[src/rtl/color_sensor_pkg.sv]
// Shared definitions for the colour sensor controller.
// Holds the sensor filter select encodings (S2/S3), the one-hot colour codes,
// the controller FSM state type and the channel sequencing helper.
package color_sensor_pkg;

    localparam logic [1:0] FILT_RED   = 2'b00;
    localparam logic [1:0] FILT_BLUE  = 2'b01;
    localparam logic [1:0] FILT_GREEN = 2'b11;
    localparam logic [1:0] FILT_CLEAR = 2'b10;

    localparam logic [2:0] COL_NONE  = 3'b000;
    localparam logic [2:0] COL_RED   = 3'b001;
    localparam logic [2:0] COL_BLUE  = 3'b010;
    localparam logic [2:0] COL_GREEN = 3'b100;

    typedef enum logic [2:0] {
        ST_IDLE,
        ST_SETTLE,
        ST_GATE,
        ST_STORE,
        ST_CLASSIFY
    } state_t;

    // Channel sequence: red -> blue -> green -> clear (clear wraps to red).
    function automatic logic [1:0] next_filter(input logic [1:0] f);
        logic [1:0] n;
        case (f)
            FILT_RED:   n = FILT_BLUE;
            FILT_BLUE:  n = FILT_GREEN;
            FILT_GREEN: n = FILT_CLEAR;
            default:    n = FILT_RED;
        endcase
        return n;
    endfunction

endpackage

[src/rtl/freq_edge_counter.sv]
// Counts rising edges of an asynchronous pulse train.
// Ports:
//   i_clk, i_rst     system clock, async active-high reset
//   i_sig            raw asynchronous input (never used as a clock)
//   i_clr            synchronous clear of the count (wins over counting)
//   i_cnt_en         count qualifying edges only while high
//   o_count          saturating edge count
module freq_edge_counter #(
    parameter int CNT_W = 16
) (
    input  logic             i_clk,
    input  logic             i_rst,
    input  logic             i_sig,
    input  logic             i_clr,
    input  logic             i_cnt_en,
    output logic [CNT_W-1:0] o_count
);

    logic             r_sync1, r_sync2, r_sync3;
    logic             w_edge;
    logic [CNT_W-1:0] r_count;

    // Two flops resolve metastability; the third holds the previous level
    // so a rising edge becomes a single-cycle pulse.
    always_ff @(posedge i_clk or posedge i_rst) begin
        if (i_rst) begin
            r_sync1 <= 1'b0;
            r_sync2 <= 1'b0;
            r_sync3 <= 1'b0;
        end else begin
            r_sync1 <= i_sig;
            r_sync2 <= r_sync1;
            r_sync3 <= r_sync2;
        end
    end

    assign w_edge = r_sync2 & ~r_sync3;

    always_ff @(posedge i_clk or posedge i_rst) begin
        if (i_rst) begin
            r_count <= '0;
        end else if (i_clr) begin
            r_count <= '0;
        end else if (i_cnt_en && w_edge && (r_count != '1)) begin
            r_count <= r_count + 1'b1;
        end
    end

    assign o_count = r_count;

endmodule

[src/rtl/color_sensor_ctrl.sv]
// TCS3200-style colour sensor controller.
// Sequences the filter through red, blue, green and clear; for each channel
// waits a settle period, counts sensor edges over a gate window, then
// classifies the frame into a one-hot colour.
// Ports:
//   clk, rst        system clock, async active-high reset
//   sensor_freq     raw sensor output (asynchronous)
//   enable          run continuous frames while high
//   scale           sensor S0/S1, constant SCALE_SEL
//   filter          sensor S2/S3 channel select
//   *_cnt           per-channel counts of the last complete frame
//   color           one-hot classification of the last frame
//   valid           one-cycle pulse when color and counts update
//   busy            high whenever a frame is in progress
module color_sensor_ctrl
    import color_sensor_pkg::*;
#(
    parameter int         GATE_CYCLES   = 100000,
    parameter int         SETTLE_CYCLES = 1000,
    parameter int         CNT_W         = 16,
    parameter logic [1:0] SCALE_SEL     = 2'b01,
    parameter int         THRESH_R      = 24,
    parameter int         THRESH_B      = 21,
    parameter int         THRESH_G      = 19
) (
    input  logic             clk,
    input  logic             rst,
    input  logic             sensor_freq,
    input  logic             enable,
    output logic [1:0]       scale,
    output logic [1:0]       filter,
    output logic [CNT_W-1:0] red_cnt,
    output logic [CNT_W-1:0] blue_cnt,
    output logic [CNT_W-1:0] green_cnt,
    output logic [CNT_W-1:0] clear_cnt,
    output logic [2:0]       color,
    output logic             valid,
    output logic             busy
);

    localparam int MAXC  = (GATE_CYCLES > SETTLE_CYCLES) ? GATE_CYCLES : SETTLE_CYCLES;
    localparam int TMR_W = $clog2(MAXC + 1);
    localparam logic [TMR_W-1:0] SETTLE_LAST = TMR_W'(SETTLE_CYCLES - 1);
    localparam logic [TMR_W-1:0] GATE_LAST   = TMR_W'(GATE_CYCLES - 1);
    localparam logic [CNT_W-1:0] TH_R = CNT_W'(THRESH_R);
    localparam logic [CNT_W-1:0] TH_B = CNT_W'(THRESH_B);
    localparam logic [CNT_W-1:0] TH_G = CNT_W'(THRESH_G);

    state_t           r_state, w_state_nxt;
    logic [TMR_W-1:0] r_tmr;
    logic [1:0]       r_filter, w_filter_nxt;
    logic             w_tmr_clr, w_cnt_clr, w_cnt_en, w_store, w_update;
    logic [CNT_W-1:0] w_count;
    logic [CNT_W-1:0] r_sh_r, r_sh_b, r_sh_g, r_sh_c;
    logic [CNT_W-1:0] r_red, r_blue, r_green, r_clear;
    logic [2:0]       w_color, r_color;
    logic             r_valid;

    freq_edge_counter #(.CNT_W(CNT_W)) u_cnt (
        .i_clk   (clk),
        .i_rst   (rst),
        .i_sig   (sensor_freq),
        .i_clr   (w_cnt_clr),
        .i_cnt_en(w_cnt_en),
        .o_count (w_count)
    );

    assign w_cnt_en = (r_state == ST_GATE);

    always_ff @(posedge clk or posedge rst) begin
        if (rst) r_state <= ST_IDLE;
        else     r_state <= w_state_nxt;
    end

    always_comb begin
        w_state_nxt  = r_state;
        w_filter_nxt = r_filter;
        w_tmr_clr    = 1'b0;
        w_cnt_clr    = 1'b0;
        w_store      = 1'b0;
        w_update     = 1'b0;
        case (r_state)
            ST_IDLE: begin
                if (enable) begin
                    w_state_nxt  = ST_SETTLE;
                    w_filter_nxt = FILT_RED;
                    w_tmr_clr    = 1'b1;
                end
            end
            ST_SETTLE: begin
                // Counter is cleared on the way out so edges seen while the
                // filter was switching never reach the gate count.
                if (r_tmr == SETTLE_LAST) begin
                    w_state_nxt = ST_GATE;
                    w_tmr_clr   = 1'b1;
                    w_cnt_clr   = 1'b1;
                end
            end
            ST_GATE: begin
                if (r_tmr == GATE_LAST) begin
                    w_state_nxt = ST_STORE;
                    w_tmr_clr   = 1'b1;
                end
            end
            ST_STORE: begin
                w_store = 1'b1;
                if (r_filter == FILT_CLEAR) begin
                    w_state_nxt = ST_CLASSIFY;
                end else begin
                    w_state_nxt  = ST_SETTLE;
                    w_filter_nxt = next_filter(r_filter);
                    w_tmr_clr    = 1'b1;
                end
            end
            ST_CLASSIFY: begin
                w_update     = 1'b1;
                w_filter_nxt = FILT_RED;
                w_tmr_clr    = 1'b1;
                w_state_nxt  = enable ? ST_SETTLE : ST_IDLE;
            end
            default: w_state_nxt = ST_IDLE;
        endcase
    end

    always_ff @(posedge clk or posedge rst) begin
        if (rst) begin
            r_tmr    <= '0;
            r_filter <= FILT_RED;
        end else begin
            r_filter <= w_filter_nxt;
            if (w_tmr_clr)
                r_tmr <= '0;
            else if (r_state == ST_SETTLE || r_state == ST_GATE)
                r_tmr <= r_tmr + 1'b1;
        end
    end

    // Shadow counts collect a full frame before anything is published.
    always_ff @(posedge clk or posedge rst) begin
        if (rst) begin
            r_sh_r <= '0;
            r_sh_b <= '0;
            r_sh_g <= '0;
            r_sh_c <= '0;
        end else if (w_store) begin
            case (r_filter)
                FILT_RED:   r_sh_r <= w_count;
                FILT_BLUE:  r_sh_b <= w_count;
                FILT_GREEN: r_sh_g <= w_count;
                default:    r_sh_c <= w_count;
            endcase
        end
    end

    // Strict compares make any tie for the minimum fall through to none.
    always_comb begin
        w_color = COL_NONE;
        if (r_sh_r < r_sh_b && r_sh_r < r_sh_g && r_sh_r < TH_R)
            w_color = COL_RED;
        else if (r_sh_b < r_sh_r && r_sh_b < r_sh_g && r_sh_b < TH_B)
            w_color = COL_BLUE;
        else if (r_sh_g < r_sh_r && r_sh_g < r_sh_b && r_sh_g < TH_G)
            w_color = COL_GREEN;
    end

    always_ff @(posedge clk or posedge rst) begin
        if (rst) begin
            r_red   <= '0;
            r_blue  <= '0;
            r_green <= '0;
            r_clear <= '0;
            r_color <= COL_NONE;
            r_valid <= 1'b0;
        end else begin
            r_valid <= w_update;
            if (w_update) begin
                r_red   <= r_sh_r;
                r_blue  <= r_sh_b;
                r_green <= r_sh_g;
                r_clear <= r_sh_c;
                r_color <= w_color;
            end
        end
    end

    assign scale     = SCALE_SEL;
    assign filter    = r_filter;
    assign red_cnt   = r_red;
    assign blue_cnt  = r_blue;
    assign green_cnt = r_green;
    assign clear_cnt = r_clear;
    assign color     = r_color;
    assign valid     = r_valid;
    assign busy      = (r_state != ST_IDLE);

endmodule

[config.mk]
export PLATFORM = sky130hd
export DESIGN_NAME = color_sensor_ctrl
export DESIGN_NICKNAME = d
export VERILOG_FILES = /design/src/rtl/color_sensor_pkg.sv /design/src/rtl/freq_edge_counter.sv /design/src/rtl/color_sensor_ctrl.sv
export SDC_FILE = /design/constraint.sdc
export NUM_CORES = 1
export LEC_CHECK = 0
export BUFFER_PORTS_ARGS = -buffer_cell sky130_fd_sc_hd__buf_2
export CAP_MARGIN = 10
export CORE_MARGIN = 4
export CORE_UTILIZATION = 50
export CTS_BUF_LIST = sky130_fd_sc_hd__clkbuf_2
export DETAILED_ROUTE_END_ITERATION = 12
export PLACE_DENSITY_LB_ADDON = 0.3
export SYNTH_ARGS = -nofsm -noshare
export SYNTH_HDL_FRONTEND = slang
export SYNTH_SLANG_ARGS = --single-unit
[constraint.sdc]
create_clock -name clk -period 5.4 [get_ports clk]
set_input_delay 1.08 -clock clk [delete_from_list [all_inputs] [get_ports clk]]
set_output_delay 1.08 -clock clk [all_outputs]
set_load 0.1 [all_outputs]
* Word level (Yosys, flattened, before mapping)
Index checks and enable logic that the tools add are counted.
Widths: inputs -> output; s select.
** Word-level totals
- Register bits :: 173
- Input port bits :: 4
- Output and inout bits :: 73
- Logic and storage cells :: 92
** Operators by class
- Multiplexer cells :: 25
- Eq/ne operators :: 14
- $lt $le $gt $ge :: 9
- Reduce and logical (&&, ||, !) cells :: 22
- Bitwise logic cells :: 3
- $add $sub $neg :: 2
** Operators with widths (number)
- $lt 16x16->1 :: 6
- $lt 16x5->1 const B :: 3
- $mux 17 :: 2
- $mux 16 :: 2
- $mux 3 :: 7
- $add 17x1->17 const B :: 1
- $eq 17x10->1 const B :: 1
- $eq 17x17->1 const B :: 1
- $add 16x1->16 const B :: 1
- $ne 16x16->1 const B :: 1
- $pmux 3 s5 :: 1
- $pmux 2 s3 :: 2
- $logic_and 1x1->1 :: 8
- $mux 1 :: 8
- $ne 2x2->1 const B :: 4
- $reduce_and 2->1 :: 4
- $eq 3x2->1 const B :: 2
- $reduce_and 3->1 :: 2
- $reduce_bool 3->1 :: 2
- $pmux 1 s5 :: 1
- $eq 2x2->1 const B :: 2
- $mux 2 :: 2
- $reduce_bool 2->1 :: 2
- $eq 3x1->1 const B :: 1
- other kinds (8) :: 9

* Longest topological paths before layout
- Depth in word-level cells :: 6
- Depth in mapped cells :: 8

* Modules after synthesis
From an unflattened synthesis, not the netlist that was laid out.
** Second synthesis, totals
- Cell total of the unflattened synthesis :: 831
- Area total of the unflattened synthesis :: 8418.1 um^2
** Modules (own cells, without submodules)
- color_sensor_ctrl :: cells an instance 727, sequential area each 3853.7 um^2, times used 1, area an instance 7365.8 um^2
- freq_edge_counter :: cells an instance 104, sequential area each 475.5 um^2, times used 1, area an instance 1052.3 um^2

* Worst setup path after synthesis
OpenSTA, ideal clock, no wires.
- Path kind :: register to output
- Start :: register r_state[2]
- End :: output busy
- Setup slack :: 3.008 ns
- Stages on the path, launching flop included :: 4
- Buffers on the path :: 1
- Arrival :: 1.312 ns
- Cell sequence :: dfrtp_1 buf_2 nor2_1 nand2_1
** On the way
- Cells in the longest elaborated chain, start to end :: 1
** Ends and longest elaborated chain
- start, declared :: line color_sensor_ctrl.sv:49 : state_t r_state, w_state_nxt;
- start signal, assigned :: line color_sensor_ctrl.sv:72 : else r_state <= w_state_nxt;
- $reduce_bool 3->1 :: line color_sensor_ctrl.sv:194 : assign busy = (r_state != ST_IDLE);
- end, declared :: line color_sensor_ctrl.sv:38 : output logic busy
Every way passes these cells.

* Worst setup path after layout
Ends and elaborated chain as after synthesis.

==> summary.txt <==
STA
  – Final setup viols: 0
  – Fin worst setup slack: roughly 2.3 ns
  – Final hold viol count: 0
  – Max Freq: 0.3199 GHz
  – Max-slew violations: 0
  – Setup_tns: 0 ns
  – RSZ-0062 raised after global routing: no
  – Period minus WS final: 3.126 ns
  – Worst-margin pin slew: between 1 and 1.5 ns
  – Final Skew: roughly 0.035 ns
  – Rel. slew slack: 0.2978
  – Final Cycle Share: 0.5789

Floorplan
  – Height of the die: 136.4 µm
  – Die width: around 140 µm
  – Core ar.: around 16000 µm²
  – Initial Util: 0.5153
  – Num rows: 46
  – I/O pin total: between 70 and 80
  – DIE AREA: between 15000 and 20000 µm²

Layout
  – Area growth from synthesis to layout: 9.530%
  – Nets@finish: around 940
  – Finished Core Util: 0.5644
  – Proportion of layout cells with a drive suffix above 1: 0.1705
  – Design area: between 9000 and 10000 µm²

Flow run
  – Max Cap Violations: 0

Pwr
  – Power Density: about 230 nW/µm²
  – VDD IR max: approximately 0.00019 V
  – Final Power: 2.114 mW
  – Leak: 4.637 nW

Synth
  – Post-synth EDFFs: 0
  – Most used DFF post-synth: dfrtp_1
  – Cell Area, Synth: approximately 8200 µm²
  – Share of async-settable or async-resettable flops after synthesis: 1.000
  – Post-synthesis area per instance: 9.887 µm²
  – Mapped Cells: between 800 and 900
  – Net count after synthesis: a little under 900
  – Number of synthesized register bits: 173
  – Seq/Total Area, Yosys: 0.5250
  – Yosys warnings: 0
  – Post-synthesis cell type count: 52

Global routing
  – Pin count of the biggest net entering global routing: about 170
  – Vias in the first global route: 5907
  – First-pass GRT wire length: 30260 µm
  – Initial antenna violation count: 1
  – GR Overflow Total: 0
  – Global router's overall resource usage: 0.2075

Worst setup path
  – Worst path cell trace: nor2_1 -> nand2_1 -> buf_2
  – Crit path kind: reg -> out
  – Max stage delay on crit path: roughly 0.7 ns
  – R2R setup slack: 2.65 ns
  – Critical path data arrival time: a little over 2 ns
  – Req. time, crit path: 4.32 ns
  – Critical Path End Type: primary output
  – Worst-path fanout max: 14
  – Startpoint Class: register
  – Worst R2R Path Depth: 5
  – CP max-delay cell: dfrtp_1

CTS
  – TritonCTS clock tree: built
  – Clk slew on worst S/H paths: between 0.2 and 0.25 ns
  – Root Driver: clkbuf_2
  – Hold buffer count at CTS: 0
  – Postcts setup bufs: 0
  – Number of CTS-inserted buffers: 17
  – Clock sink count: between 150 and 200
  – Clock Latency Late Sink: around 0.73 ns
  – PostCTS Resize Cnt: 0
  – Clock buffer depth: 2
  – Clock H-tree levels: 4

Placed design
  – PortBufs: 74
  – Placed Area: 8740 µm²
  – Pre-CTS setup slack: ~2.6 ns
  – Post-detail-place hpwl: around 13000 µm
  – Gpl congestion: approximately 0.87

Drt
  – Routed Antenna Nets: 0
  – DRC viols: 0
  – WL/cell: 16.10 µm
  – Starting DRT DRC Count: 444
  – Post-Route WL: around 18000 µm
  – Via density: 5.377
  – Pre-antenna DRT Iters: 5
  – DR vias: 6022

Worst hold path
  – Hold Path Depth: 0
  – HP Class: reg -> reg

Outcome
  – Outcome: complete, no violations
==> worst max-delay path, delay by kind of cell, from the launching register on <==
family,cells,cell delay (ns)
simple gates,2,0.20
buf+inv,1,0.42
flops,1,0.70
==> power breakdown <==
group | internal, mW | switching (mW)
clock network | 0.346 | 0.435
logic | 0.00254 | 0.0305
registers | 1.30 | 0.000901
total | 1.65 | 0.466
==> layer usage <==
metal  global-route usage  wire length (µm)
met5                    0                 0
met4              0.06943               357
met3              0.04515               912
met2               0.3192              8300
met1               0.2935              8461
==> kinds of logic after synthesis <==
| logic type | Yosys count | synth area share |
|---|---|---|
| AND/OR/NAND/NOR | 333 | 0.1882 |
| XOR/XNOR | 29 | 0.03080 |
| adder cells (fa/ha/maj) | 50 | 0.07587 |
| other | 2 | 0.0009108 |
| multiplexers | 33 | 0.04507 |
| buffers and inverters | 82 | 0.04461 |
| flip-flops | 173 | 0.5250 |
| AO/OA/AOI/OAI | 132 | 0.08953 |
==> layout by cell type (no fill, tap or decap), types with 4 or more instances in the layout <==
master	count
mux2_2	33
ha_1	50
nor2b_1	4
o21ai_0	80
xor2_1	12
nor2_1	38
clkinv_2	4
dfrtp_1	173
a21oi_1	29
inv_1	38
nand3_1	15
xnor2_1	17
nor4_1	17
buf_4	4
nand2_1	193
and4_1	7
a21o_1	5
buf_2	74
nor3_1	9
clkinv_1	4
clkbuf_2	18
nand4_1	24
bufinv_16	5
==> metrics by stage <==
step / cells / hold WS, ns
after CTS: 1119 / 0.3729
after detailed placement: 1087 / 0.3502
after floorplan: 834 / 0.3312
after global routing: 1120 / 0.3554
final: 1120 / 0.3899
after global placement: 1087 / 0.3328
==> cells in the mapped netlist, drive strengths merged, types with 2 or more instances <==
library cell	number	area (µm²)
a211o	3	26.28
a21o	6	46.30
a21oi	29	145.1
a32oi	2	17.52
and2	2	12.51
and3	3	20.02
and4	7	61.31
buf	17	122.6
clkbuf	25	95.09
conb	2	7.510
dfrtp	173	4329
ha	50	625.6
inv	39	146.4
mux2	33	371.6
nand2	195	734.5
nand2b	3	18.77
nand3	15	75.07
nand4	24	150.1
nor2	38	142.6
nor2b	4	25.02
nor3	10	50.05
nor3b	3	22.52
nor4	18	127.6
nor4b	2	32.53
o211ai	3	22.52
o21ai	80	400.4
o31ai	2	15.01
or2	2	12.51
or3	3	18.77
xnor2	17	148.9
xor2	12	105.1
==> layout make-up <==
cell class	count	area, µm²
Tap cell	216	270.3
Antenna cell	1	2.502
Inverter	40	153.9
Clock inverter	14	198.9
Fill cell	1415	6969
Sequential cell	173	4329
Timing Repair Buffer	79	420.4
Clock buffer	18	90.09
Multi-Input combinational cell	579	3566
==> path summary, 6_finish.rpt <==
check                              startpoint             to
worst max-delay path               r_state[2]           busy
worst min-delay path            u_cnt.r_sync1  u_cnt.r_sync2
worst max register to register      r_tmr[11]      r_tmr[14]
worst min register to register  u_cnt.r_sync1  u_cnt.r_sync2
max in group asynchronous                 rst   green_cnt[8]
min in group asynchronous                 rst       r_tmr[0]
==> sequential cells by signal, summed over array words and instances (netlist names), 3 cells and up <==
signal / count
r_tmr: 17
blue_cnt: 16
clear_cnt: 16
green_cnt: 16
r_sh_b: 16
r_sh_c: 16
r_sh_g: 16
r_sh_r: 16
red_cnt: 16
u_cnt.o_count: 16
color: 3
r_state: 3
No activity file was read; power rests on OpenSTA's default activity.
